`src/rtl/huffman_decoder.sv`:
```
// Serial prefix-code decoder: a six-entry codeword/mask table is loaded by strobe,
// then incoming bits (MSB first) are shifted in until one table entry matches.
module huffman_decoder (
  input  logic       clk,
  input  logic       reset,
  input  logic       code_valid,
  input  logic [7:0] HC1,
  input  logic [7:0] HC2,
  input  logic [7:0] HC3,
  input  logic [7:0] HC4,
  input  logic [7:0] HC5,
  input  logic [7:0] HC6,
  input  logic [7:0] M1,
  input  logic [7:0] M2,
  input  logic [7:0] M3,
  input  logic [7:0] M4,
  input  logic [7:0] M5,
  input  logic [7:0] M6,
  input  logic       bit_valid,
  input  logic       bit_in,
  input  logic       frame_end,
  output logic       in_ready,
  output logic       sym_valid,
  output logic [7:0] sym_out,
  output logic       err,
  output logic [7:0] sym_cnt
);

  typedef enum logic [1:0] {
    EMPTY   = 2'd0,
    IDLE    = 2'd1,
    COLLECT = 2'd2
  } state_t;

  state_t          state_q, state_d;
  logic [5:0][7:0] hc_q, hc_d;
  logic [5:0][7:0] m_q, m_d;
  logic [6:0]      acc_q, acc_d;
  logic [2:0]      len_q, len_d;
  logic [7:0]      sym_out_d, sym_cnt_d;
  logic            sym_valid_d, err_d;

  logic [7:0]      acc_n;
  logic [3:0]      len_n;
  logic [8:0]      mask_wide;
  logic [7:0]      full_mask;
  logic            hit;
  logic [2:0]      hit_idx;

  assign in_ready = (state_q != EMPTY);

  // Candidate codeword after accepting bit_in, and the mask a symbol of that length must carry.
  always_comb begin
    acc_n     = {acc_q, bit_in};
    len_n     = {1'b0, len_q} + 4'd1;
    mask_wide = (9'd1 << len_n) - 9'd1;
    full_mask = mask_wide[7:0];
  end

  // Scan from the highest index down so the lowest matching index is the one left standing.
  always_comb begin
    hit     = 1'b0;
    hit_idx = 3'd0;
    for (int i = 5; i >= 0; i--) begin
      if (m_q[i] == full_mask && (acc_n & m_q[i]) == hc_q[i]) begin
        hit     = 1'b1;
        hit_idx = 3'(i + 1);
      end
    end
  end

  // NOTE: every variable assigned here gets a default first, so no path can infer a latch.
  always_comb begin
    state_d     = state_q;
    hc_d        = hc_q;
    m_d         = m_q;
    acc_d       = acc_q;
    len_d       = len_q;
    sym_out_d   = sym_out;
    sym_cnt_d   = sym_cnt;
    sym_valid_d = 1'b0;
    err_d       = 1'b0;

    if (code_valid) begin
      hc_d      = {HC6, HC5, HC4, HC3, HC2, HC1};
      m_d       = {M6, M5, M4, M3, M2, M1};
      acc_d     = '0;
      len_d     = '0;
      sym_cnt_d = '0;
      state_d   = IDLE;
    end else if (state_q != EMPTY) begin
      if (bit_valid) begin
        if (hit) begin
          sym_out_d   = {5'd0, hit_idx};
          sym_valid_d = 1'b1;
          sym_cnt_d   = sym_cnt + 8'd1;
          acc_d       = '0;
          len_d       = '0;
          state_d     = IDLE;
        end else if (len_n == 4'd8) begin
          err_d   = 1'b1;
          acc_d   = '0;
          len_d   = '0;
          state_d = IDLE;
        end else begin
          acc_d   = acc_n[6:0];
          len_d   = len_n[2:0];
          state_d = COLLECT;
        end
      end
      // End of stream is judged on the length left after this cycle's bit, if any.
      if (frame_end && len_d != 3'd0) begin
        err_d   = 1'b1;
        acc_d   = '0;
        len_d   = '0;
        state_d = IDLE;
      end
    end
  end

  // NOTE: sequential state uses non-blocking assignments only, so every register samples pre-edge values.
  always_ff @(posedge clk) begin
    if (reset) begin
      state_q   <= EMPTY;
      // NOTE: the code table is explicitly cleared on reset; it is a handful of flops, not a RAM.
      hc_q      <= '0;
      m_q       <= '0;
      acc_q     <= '0;
      len_q     <= '0;
      sym_out   <= '0;
      sym_cnt   <= '0;
      sym_valid <= 1'b0;
      err       <= 1'b0;
    end else begin
      state_q   <= state_d;
      hc_q      <= hc_d;
      m_q       <= m_d;
      acc_q     <= acc_d;
      len_q     <= len_d;
      sym_out   <= sym_out_d;
      sym_cnt   <= sym_cnt_d;
      sym_valid <= sym_valid_d;
      err       <= err_d;
    end
  end

endmodule

```
`config.mk`:
```
export PLATFORM = sky130hd
export DESIGN_NAME = huffman_decoder
export DESIGN_NICKNAME = d
export VERILOG_FILES = /design/src/rtl/huffman_decoder.sv
export SDC_FILE = /design/constraint.sdc
export NUM_CORES = 1
export LEC_CHECK = 0
export BUFFER_PORTS_ARGS = -buffer_cell sky130_fd_sc_hd__buf_2
export CAP_MARGIN = 5
export CORE_MARGIN = 2
export CORE_UTILIZATION = 51
export CTS_CLUSTER_SIZE = 14
export DETAILED_ROUTE_END_ITERATION = 10
export HOLD_SLACK_MARGIN = 0.12
export PLACE_DENSITY = 0.75
export SYNTH_ARGS = -nofsm -noshare
export SYNTH_HDL_FRONTEND = slang
export SYNTH_SLANG_ARGS = --single-unit
export TNS_END_PERCENT = 50
```
`constraint.sdc`:
```
create_clock -name clk -period 3.9 [get_ports clk]
set_input_delay 0.78 -clock clk [delete_from_list [all_inputs] [get_ports clk]]
set_output_delay 0.78 -clock clk [all_outputs]
set_load 0.005 [all_outputs]
```
== Word-level counts from Yosys, hierarchy flattened ==
Index checks and enable logic that the tools add are counted.
W data, S select, Z words.
Operators by class
  $add $sub $neg: 3
  eq/ne operators: 13
  shift operators: 1
  mux-type cells: 33
  bitwise operators: 9
  reduce and logical (&&, ||, !) cells: 19
Operator list (number)
  $eq A8 B8 Y1: 12
  $and A8 B8 Y8: 6
  $mux W3: 12
  $mux W7: 4
  $mux W1: 13
  $add A8 B1 Y8 const B: 1
  $mux W2: 4
  $shl A1 B4 Y8 const A: 1
  $sub A8 B1 Y8 const B: 1
  $logic_and A1 B1 Y1: 7
  $reduce_bool A2 Y1: 3
  $reduce_bool A3 Y1: 2
  $add A3 B1 Y4 const B: 1
  $eq A4 B4 Y1 const B: 1
  $reduce_and A2 Y1: 2
  $reduce_and A4 Y1: 1
  $reduce_or A4 Y1: 1
  $not A1 Y1: 3
  $reduce_and A3 Y1: 1
  $reduce_or A3 Y1: 1
  $reduce_or A2 Y1: 1
Storage, ports and cells
  flip-flop bits (word level): 121
  input bits: 102
  output and inout port bits: 19
  logic and storage cells: 98

== Longest topological paths before layout ==
Gate-level depths: netlist of run 1.
  word-level depth: 20
  depth in mapped cells: 19
  mapped depth without buffers: 14

== Least setup slack after synthesis of run 1 ==
No wires, ideal clock.
  path type: register to register
  start point: register len_q[0]
  end point: register sym_out[0]
  setup time: 0.116 ns
  arrival time: 4.117 ns
  data required time: 3.784 ns
  setup slack: -0.333 ns
  stages on the path, launching flop included: 18
  buffers on the path: 3
  clock period less this slack: 4.233 ns
  cells stage by stage: dfxtp_1 > ha_1 > buf_2 > xor2_1 > nor2_1 > nand2_1 > ha_1 > nor3b_1 > a31oi_1 > or4b_2 > a2111oi_0 > o2111ai_2 > o41a_2 > or4b_1 > buf_4 > buf_2 > a21oi_1 > a31o_2
Between the ends
  word-level cells in the longest chain between the ends: 12
  elaborated cells between the ends (all ways): 27
  classes of those cells: add/sub: 2; eq/ne: 6; shift: 1; mux: 11; reduce/logical: 7
Ends and longest elaborated chain
  start: declaration: RTL line 39  | logic [2:0] len_q, len_d;
  start signal: assignment: RTL line 139  | len_q <= len_d;
  $add A3 B1 Y4 *: RTL line 55  | len_n = {1'b0, len_q} + 4'd1;
  $shl A1 B4 Y8 *: RTL line 56  | mask_wide = (9'd1 << len_n) - 9'd1;
  $sub A8 B1 Y8 *: RTL line 56
  $eq A8 B8 Y1: RTL line 65  | if (m_q[i] == full_mask && (acc_n & m_q[i]) == hc_q[i]) begin
  $logic_and A1 B1 Y1: RTL line 65
  $mux W1 (6 in a row): RTL line 65
  $reduce_and A4 Y1 (no line)
  end signal: assignment: RTL line 140  | sym_out <= sym_out_d;
  end: declaration: RTL line 24  | output logic [7:0] sym_out,
Every way passes the cells marked *; elsewhere a longest branch is shown, timed or not.
A chain may end at the register's enable or synchronous reset.

== Worst setup path after layout of run 1 ==
  start point: register len_q[0]
  end point: register acc_q[0]
Between the ends
  word-level cells in the longest chain between the ends: 19
  elaborated cells between the ends (all ways): 35
  classes of those cells: add/sub: 2; eq/ne: 7; shift: 1; mux: 15; reduce/logical: 10
Ends and longest elaborated chain
  $add A3 B1 Y4: RTL line 55
  $shl A1 B4 Y8: RTL line 56
  $sub A8 B1 Y8: RTL line 56
  $eq A8 B8 Y1: RTL line 65
  $logic_and A1 B1 Y1: RTL line 65
  $mux W1 (6 in a row): RTL line 65
  $mux W3: RTL line 93  | if (hit) begin
  $mux W3: RTL line 92  | if (bit_valid) begin
  $mux W3: RTL line 91  | end else if (state_q != EMPTY) begin
  $mux W3: RTL line 84  | if (code_valid) begin
  $reduce_bool A3 Y1: RTL line 112  | if (frame_end && len_d != 3'd0) begin
  $logic_and A1 B1 Y1: RTL line 112
  $reduce_bool A2 Y1 (no line)
  $reduce_and A2 Y1 (no line)
  end signal: assignment: RTL line 128  | acc_q <= '0;
  end signal: assignment: RTL line 138  | acc_q <= acc_d;
  end: declaration: RTL line 38  | logic [6:0] acc_q, acc_d;
Several ways; a longest one is shown, not always the timed one. The select of a mux whose other input is x is not followed.

==> PnR_summary.wiki, run 1 <==
{| class="wikitable"
! Metric !! Value
|-
| Crit Path Max Fanout || 19
|-
| Buffer levels on the longest clock path || 2
|-
| Warnings, synthesis || 0
|-
| Dpl cell area || 7790 sq um
|-
| Worst-Margin Slew || 609 ps
|-
| Combined flip-flop and latch cell area || 2420 sq um
|-
| Syn Std Cell Area || 6870 sq um
|-
| Number of optimization iterations in the first detailed-route pass || 5
|-
| Relative slew slack || 0.594
|-
| Count of pins on the block boundary || 121
|-
| Power density normalized to cell area || 403 nW/um^2
|-
| Clock Latency Late Sink || 420 ps
|-
| CTS tree || done
|-
| Wire length of the first global-routing pass || 30100 microns
|-
| Overall track demand over capacity in global routing || 0.267
|-
| Area of the multi-input gates || 4330 sq um
|-
| Crit Path Category || reg -> reg
|-
| Number of core rows || 42
|-
| Result of the run || finished clean
|-
| Routability Congestion || 0.966
|-
| Clock Skews || 6.69 ps
|-
| Vert. Die Dim || 120 microns
|-
| Synthesized area per cell || 8.62 sq um
|-
| Cell count after synthesis || 797
|-
| CTS H-tree depth || 4
|-
| Number of unique standard cell types used by synthesis || 70
|-
| CTS sink cnt || 121
|-
| Cell-internal power || 2.63 mW
|-
| Count of input and output buffers || 115
|-
| Switching power total || 0.803 mW
|-
| Average wire length per cell after detail routing || 16.9 microns
|-
| Data arrival time of the critical path || 4070 ps
|-
| Reported leakage power || 3.89 nW
|-
| HPWL reported at the end of detailed placement || 13500 microns
|-
| Upper clock frequency limit || 0.266 GHz
|-
| Synthesis-stage register bit count || 121
|-
| Most frequent cell after synthesis || sky130_fd_sc_hd__nor2_1
|-
| Area share of the largest cell type after synthesis || 0.352
|-
| Combinational fraction of design power || 0.116
|-
| WP data required || 4210 ps
|-
| Number of fillers in the final layout || 1138
|-
| Fraction of the yosys area taken by sequential cells || 0.352
|-
| Number of max-capacitance violations reported || 0
|-
| Switching part of the total power || 0.234
|-
| Slowest library cell on the worst path || sky130_fd_sc_hd__or4_4
|-
| Number of global-route vias before repair || 6002
|-
| Share of flip-flops with an asynchronous set or reset after synthesis || 0
|-
| Cell taking the most area after synthesis || sky130_fd_sc_hd__dfxtp_1
|-
| Ratio of routed vias to standard cells || 5.69
|-
| Post-detailed-routing wire length || 18700 microns
|-
| Clock Tree Root || sky130_fd_sc_hd__clkbuf_16
|-
| Peak supply drop || 341 uV
|-
| Number of vias in the routed layout || 6283
|-
| Final slew viol count || 0
|-
| Initial drt markers || 444
|-
| End-of-flow core utilization || 0.646
|-
| Total number of nets in the final design || 1026
|-
| Final hold violation count || 0
|-
| Post-route DRC violation count || 0
|-
| Tmin final || 3760 ps
|-
| Cell breakdown of the critical path || ha_2 > buf_4 > xnor2_1 > o211ai_2 > xnor2_1 > o21ai_0 > or4_4 > a2bb2o_4 > or4b_4 > buf_12 > nor3b_4 > buf_4 > a32o_1
|-
| Hold Path Class || reg -> reg
|-
| Number of antenna violations at the first check in global routing || 0
|-
| Share of final-layout standard cells stronger than drive strength 1 || 0.240
|-
| EDFF count, synth || 0
|-
| Number of antenna diodes || 0
|-
| Standard cell core area || 13200 sq um
|-
| Die footprint || 14400 sq um
|-
| Leading post-synthesis cells by cell area || sky130_fd_sc_hd__dfxtp_1 35%, sky130_fd_sc_hd__mux2i_1 15%, sky130_fd_sc_hd__nor2_1 7.0%
|-
| Pin count of the biggest net entering global routing || 67
|-
| Clock Pin Slew Worst Setup and Hold Paths || 50 ps
|-
| Final clock period utilization by the worst path || 0.965
|-
| Setup repair after global routing missed its margin || true
|-
| Final setup violating endpoints || 0
|-
| Starting utilization of the core area || 0.521
|-
| Total clock buffers created by CTS || 17
|-
| Part of the power in the clock network || 0.486
|-
| List of most frequent post-synthesis cells || 129 x sky130_fd_sc_hd__nor2_1, 121 x sky130_fd_sc_hd__dfxtp_1, 104 x sky130_fd_sc_hd__mux2i_1
|-
| Antenna Nets Post-Route || 0
|-
| Kind of launch point of the worst setup path || register
|-
| Element type at the critical path end || register
|-
| Layout area overhead || 23.9%
|-
| Top flip-flop cell by instance count after synthesis || sky130_fd_sc_hd__dfxtp_1
|-
| CP peak stage delay || 570 ps
|-
| Relative contribution of sequential cells to total power || 0.398
|-
| Overflow left after global routing || 0
|-
| Width of the die || 120 microns
|-
| Post-route cell area || 8510 sq um
|}
layout make-up:
class                      count  area share
timing repair buffer         151       0.103
clock buffer                  20      0.0525
inverter                      11     0.00485
multi-input combinational    615       0.509
tap                          176      0.0259
sequential                   121       0.285
clock inverter                10      0.0206
path summary, 6_finish.rpt:
kind	depth (start not counted)	start	slack, ps	end
setup / recovery	13	len_q[0]$_SDFFE_PP0N_	140	acc_q[0]$_SDFFE_PP0P_
hold reg to reg	2	sym_cnt[6]$_SDFFE_PP0P_	490	sym_cnt[6]$_SDFFE_PP0P_
setup reg to reg	13	len_q[0]$_SDFFE_PP0N_	140	acc_q[0]$_SDFFE_PP0P_
hold / removal	2	sym_cnt[6]$_SDFFE_PP0P_	490	sym_cnt[6]$_SDFFE_PP0P_
flip-flops by register name, indices dropped and copies added, names as in the netlist:
register / flops
sym_cnt: 8
hc_q: 48
len_q: 3
err: 1
state_q: 2
acc_q: 7
sym_out: 3
sym_valid: 1
m_q: 48
power groups by stage:
stage / combinational [mW] / clock, mW / sequential, mW
after detailed placement: 0.383 / 0 / 1.39
after global placement: 0.378 / 0 / 1.39
final: 0.399 / 1.67 / 1.37
after CTS: 0.389 / 1.69 / 1.36
after floorplan: 0.279 / 0 / 1.36
after global routing: 0.440 / 1.75 / 1.37
cell families (layout without fill, tap and decap cells):
kind of cell	Yosys count	count (layout)	synth area share
other	1	5	0.000546
flip-flops	121	121	0.352
XOR/XNOR	66	66	0.0965
AO/OA/AOI/OAI	121	121	0.124
adder cells (fa/ha/maj)	7	7	0.0127
buffers and inverters	65	192	0.0400
AND/OR/NAND/NOR	310	310	0.219
multiplexers	106	106	0.155
layer usage:
| metal | global-route usage | wire, microns |
|---|---|---|
| met4 | 0.105 | 473 |
| met3 | 0.0613 | 1100 |
| met5 | 0 | 0 |
| met1 | 0.353 | 8420 |
| met2 | 0.421 | 8710 |
placed cells by master (no fill, tap or decap), types with 10 or more instances in the layout:
cell type / instances
sky130_fd_sc_hd__nor2_1: 128
sky130_fd_sc_hd__dfxtp_1: 119
sky130_fd_sc_hd__buf_2: 114
sky130_fd_sc_hd__mux2i_1: 103
sky130_fd_sc_hd__nand2_1: 57
sky130_fd_sc_hd__xor2_1: 36
sky130_fd_sc_hd__buf_4: 35
sky130_fd_sc_hd__a21oi_1: 32
sky130_fd_sc_hd__xnor2_1: 23
sky130_fd_sc_hd__and3_1: 18
sky130_fd_sc_hd__nand3_1: 18
sky130_fd_sc_hd__clkbuf_16: 17
sky130_fd_sc_hd__o21ai_0: 15
sky130_fd_sc_hd__inv_1: 11
sky130_fd_sc_hd__nand4_1: 11
sky130_fd_sc_hd__o22ai_1: 10
sky130_fd_sc_hd__nand2b_1: 10
critical path, delay by kind of cell, from the launching register on:
family	cells	cell delay, ps
compound gates	4	970
fa+ha+maj	1	230
xor+xnor	2	850
flops	1	350
simple gates	3	750
buf+inv	3	500
metrics by stage:
step           instances  hold WS (ps)  power, mW  TNS, ps  setup WS [ps]
6_report            1104           490       3.43        0            138
5_1_grt             1104           532       3.56    -38.0          -30.3
4_1_cts             1104           499       3.44        0           13.1
3_5_place_dp        1073           492       1.77        0           25.6
3_3_place_gp        1073           478       1.77     -301          -42.0
2_1_floorplan        801           469       1.64        0           7.11
repair_timing:
item                                    4_1_cts  5_1_grt
hold endpoints to repair                      0        0
hold buffers                                  0        0
setup buffers                                 1        0
resized for setup                             5       17
endpoints found under the setup margin        8       15
pin swaps                                     2        4
No activity file was read; power rests on OpenSTA's default activity.
==> inputs of run 2 (changes only) <==
ABC_AREA = 1   (was unset)
CORE_UTILIZATION = 52   (was 51)
PLACE_DENSITY = 0.76   (was 0.75)
==> run 2 against run 1 <==
Die area is 2.1% higher. Synthesized cell count is 45% higher. Sequential power hardly changed. Fmax is 7.8% higher. Critical endpoint is now acc_q[2]$_SDFFE_PP0P_. Largest cell class unchanged.
==> PnR_summary.wiki, run 2 <==
{| class="wikitable"
! Metric !! Value
|-
| Leading post-synthesis cells by cell area || sky130_fd_sc_hd__dfxtp_1 34%, sky130_fd_sc_hd__nand2_1 18%, sky130_fd_sc_hd__o21ai_0 7.5%
|-
| Ratio of routed vias to standard cells || 5.29
|-
| Total design power || 3.32 mW
|-
| Starting utilization of the core area || 0.536
|-
| Number of global-route vias before repair || 6786
|-
| Area of the multi-input gates || 4140 sq um
|-
| Width of the die || 121 microns
|-
| Largest registers ranked by flip-flop count || hc_q (48), m_q (48), sym_cnt (8)
|-
| Number of optimization iterations in the first detailed-route pass || 5
|-
| Setup repair after global routing missed its margin || false
|-
| Tmin final || 3490 ps
|-
| Top flip-flop cell by instance count after synthesis || sky130_fd_sc_hd__dfxtp_1
|-
| Synthesized area per cell || 6.21 sq um
|-
| CP peak stage delay || 370 ps
|-
| CTS H-tree depth || 4
|-
| Beginning of the worst register-to-register path || len_q[1]$_SDFFE_PP0N_
|-
| Element type at the critical path end || register
|-
| Number of vias in the routed layout || 7638
|-
| Data arrival time of the critical path || 3830 ps
|-
| Number of antenna diodes || 0
|-
| Count of pins on the block boundary || 121
|-
| Crit Path Max Fanout || 8
|-
| Final hold violation count || 0
|-
| Most common cell after layout, fill and taps aside || sky130_fd_sc_hd__nand2_1
|-
| Share of final-layout standard cells stronger than drive strength 1 || 0.169
|-
| Clock Tree Root || sky130_fd_sc_hd__clkbuf_16
|-
| Number of fillers in the final layout || 1309
|-
| Combined flip-flop and latch cell area || 2420 sq um
|-
| Number of core rows || 42
|-
| Total number of nets in the final design || 1365
|-
| Die footprint || 14700 sq um
|-
| WP data required || 4240 ps
|-
| R2R Setup Slk || 410 ps
|-
| Syn Std Cell Area || 7160 sq um
|-
| Hold bufs inserted after CTS || 0
|-
| Reported leakage power || 4.00 nW
|-
| CTS tree || done
|-
| Final slew viol count || 0
|-
| Cell count after synthesis || 1153
|-
| Clock Pin Slew Worst Setup and Hold Paths || 60 ps
|-
| Crit Path Category || reg -> reg
|-
| Routability Congestion || 0.947
|-
| TNS Setup || 0 ps
|-
| Kind of launch point of the worst setup path || register
|-
| Post-route DRC violation count || 0
|-
| CP endpoint || acc_q[2]$_SDFFE_PP0P_
|-
| Share of flip-flops with an asynchronous set or reset after synthesis || 0
|-
| Synthesis-stage register bit count || 121
|-
| Slowest library cell on the worst path || sky130_fd_sc_hd__ha_4
|-
| Most frequent cell after synthesis || sky130_fd_sc_hd__nand2_1
|-
| Number of antenna violations at the first check in global routing || 0
|-
| CTS sink cnt || 121
|-
| Fraction of the yosys area taken by sequential cells || 0.338
|-
| Area share of the largest cell type after synthesis || 0.338
|-
| Relative slew slack || 0.401
|-
| Pre-CTS setup slack || 189 ps
|-
| Clock Skews || 9.06 ps
|-
| Result of the run || finished clean
|-
| Overflow left after global routing || 0
|-
| Buffer levels on the longest clock path || 2
|-
| Cell taking the most area after synthesis || sky130_fd_sc_hd__dfxtp_1
|-
| Peak supply drop || 334 uV
|-
| HPWL reported at the end of detailed placement || 15700 microns
|-
| WHS || 469 ps
|-
| Number of max-capacitance violations reported || 0
|-
| Worst-Margin Slew || 898 ps
|-
| Crit path top cell by count || sky130_fd_sc_hd__nand2_1
|-
| List of most frequent post-synthesis cells || 339 x sky130_fd_sc_hd__nand2_1, 130 x sky130_fd_sc_hd__nor2_1, 121 x sky130_fd_sc_hd__dfxtp_1
|-
| Upper clock frequency limit || 0.287 GHz
|-
| Count of input and output buffers || 115
|-
| Number of unique standard cell types used by synthesis || 38
|-
| Cells on worst reg2reg path || 27
|-
| Final instance count without filler cells || 1444
|-
| Final setup violating endpoints || 0
|-
| Number of cells in the design after placement || 1412
|-
| Total clock buffers created by CTS || 17
|-
| Pin count of the biggest net entering global routing || 84
|-
| Warnings, synthesis || 0
|-
| Hold Path Class || reg -> reg
|-
| Wire length of the first global-routing pass || 33900 microns
|-
| EDFF count, synth || 0
|-
| Final worst setup slack || 410 ps
|-
| Critical R2R Capture || acc_q[2]$_SDFFE_PP0P_
|-
| Leading cell types in the layout, fill and taps excluded || 337 x sky130_fd_sc_hd__nand2_1, 130 x sky130_fd_sc_hd__nor2_1, 120 x sky130_fd_sc_hd__dfxtp_1
|-
| Post-detailed-routing wire length || 21600 microns
|-
| Final clock period utilization by the worst path || 0.895
|-
| Worst hold start || sym_cnt[5]$_SDFFE_PP0P_
|-
| Initial drt markers || 460
|-
| Startpoint of the worst setup timing path || len_q[1]$_SDFFE_PP0N_
|-
| Clock Latency Late Sink || 430 ps
|-
| Standard cell core area || 13300 sq um
|-
| Average wire length per cell after detail routing || 15.0 microns
|-
| Vert. Die Dim || 121 microns
|-
| Antenna Nets Post-Route || 0
|-
| Overall track demand over capacity in global routing || 0.300
|-
| Power density normalized to cell area || 393 nW/um^2
|-
| Post-route cell area || 8450 sq um
|-
| Layout area overhead || 18.1%
|-
| Dpl cell area || 7860 sq um
|-
| End-of-flow core utilization || 0.633
|}
[run 2: worst min path at each step]
| stage | end | cells after the start | slack [ps] |
|---|---|---|---|
| after CTS | state_q[0]$_SDFFE_PP0P_ | 2 | 470 |
| after global routing | hc_q[43]$_SDFFE_PP0P_ | 2 | 490 |
| after detailed placement | state_q[0]$_SDFFE_PP0P_ | 2 | 460 |
| after floorplan | state_q[0]$_SDFFE_PP0P_ | 2 | 440 |
| final | sym_cnt[5]$_SDFFE_PP0P_ | 2 | 470 |
| after global placement | sym_cnt[5]$_SDFFE_PP0P_ | 2 | 450 |
[run 2: power by group]
group	switching, mW	internal [mW]	total, mW
clock network	0.557	0.916	1.47
registers	0.0590	1.31	1.37
logic	0.301	0.179	0.479
[run 2: critical path, delay by kind of cell (launching register included)]
kind / cells / cell delay (ps)
xor gates and xnor gates: 1 / 210
buffers and inverters: 2 / 130
AOI/OAI and AO/OA: 2 / 230
adders and majority gates: 2 / 590
and+or+nand+nor: 20 / 1880
DFF: 1 / 350
[run 2: kinds of logic after synthesis]
family                     after synthesis  synth area share
and+or+nand+nor                        640             0.393
AOI/OAI and AO/OA                      212             0.151
buffers and inverters                  159            0.0886
DFF                                    121             0.338
xor gates and xnor gates                13            0.0159
adders and majority gates                7            0.0122
other                                    1          0.000524
[run 2: per-layer routing]
layer	share of wire	GRT usage	wire length, microns	vias to the layer above
met4	0.026	0.113	569	0
met5	0	0	0	-
li1	-	-	-	3939
met1	0.45	0.397	9720	3403
met3	0.076	0.0653	1650	46
met2	0.45	0.480	9680	250
[run 2: cell type report]
type,instances,share of cell area
Tap cell,176,0.0261
Clock inverter,8,0.00844
Inverter,110,0.0491
Sequential cell,121,0.287
Clock buffer,23,0.0566
Multi-Input combinational cell,877,0.490
Timing Repair Buffer,129,0.0835
[run 2: timing repair]
action                     in CTS  in global routing
setup endpoints to repair       0                 22
resized for setup               0                  7
buffers inserted                0                  1
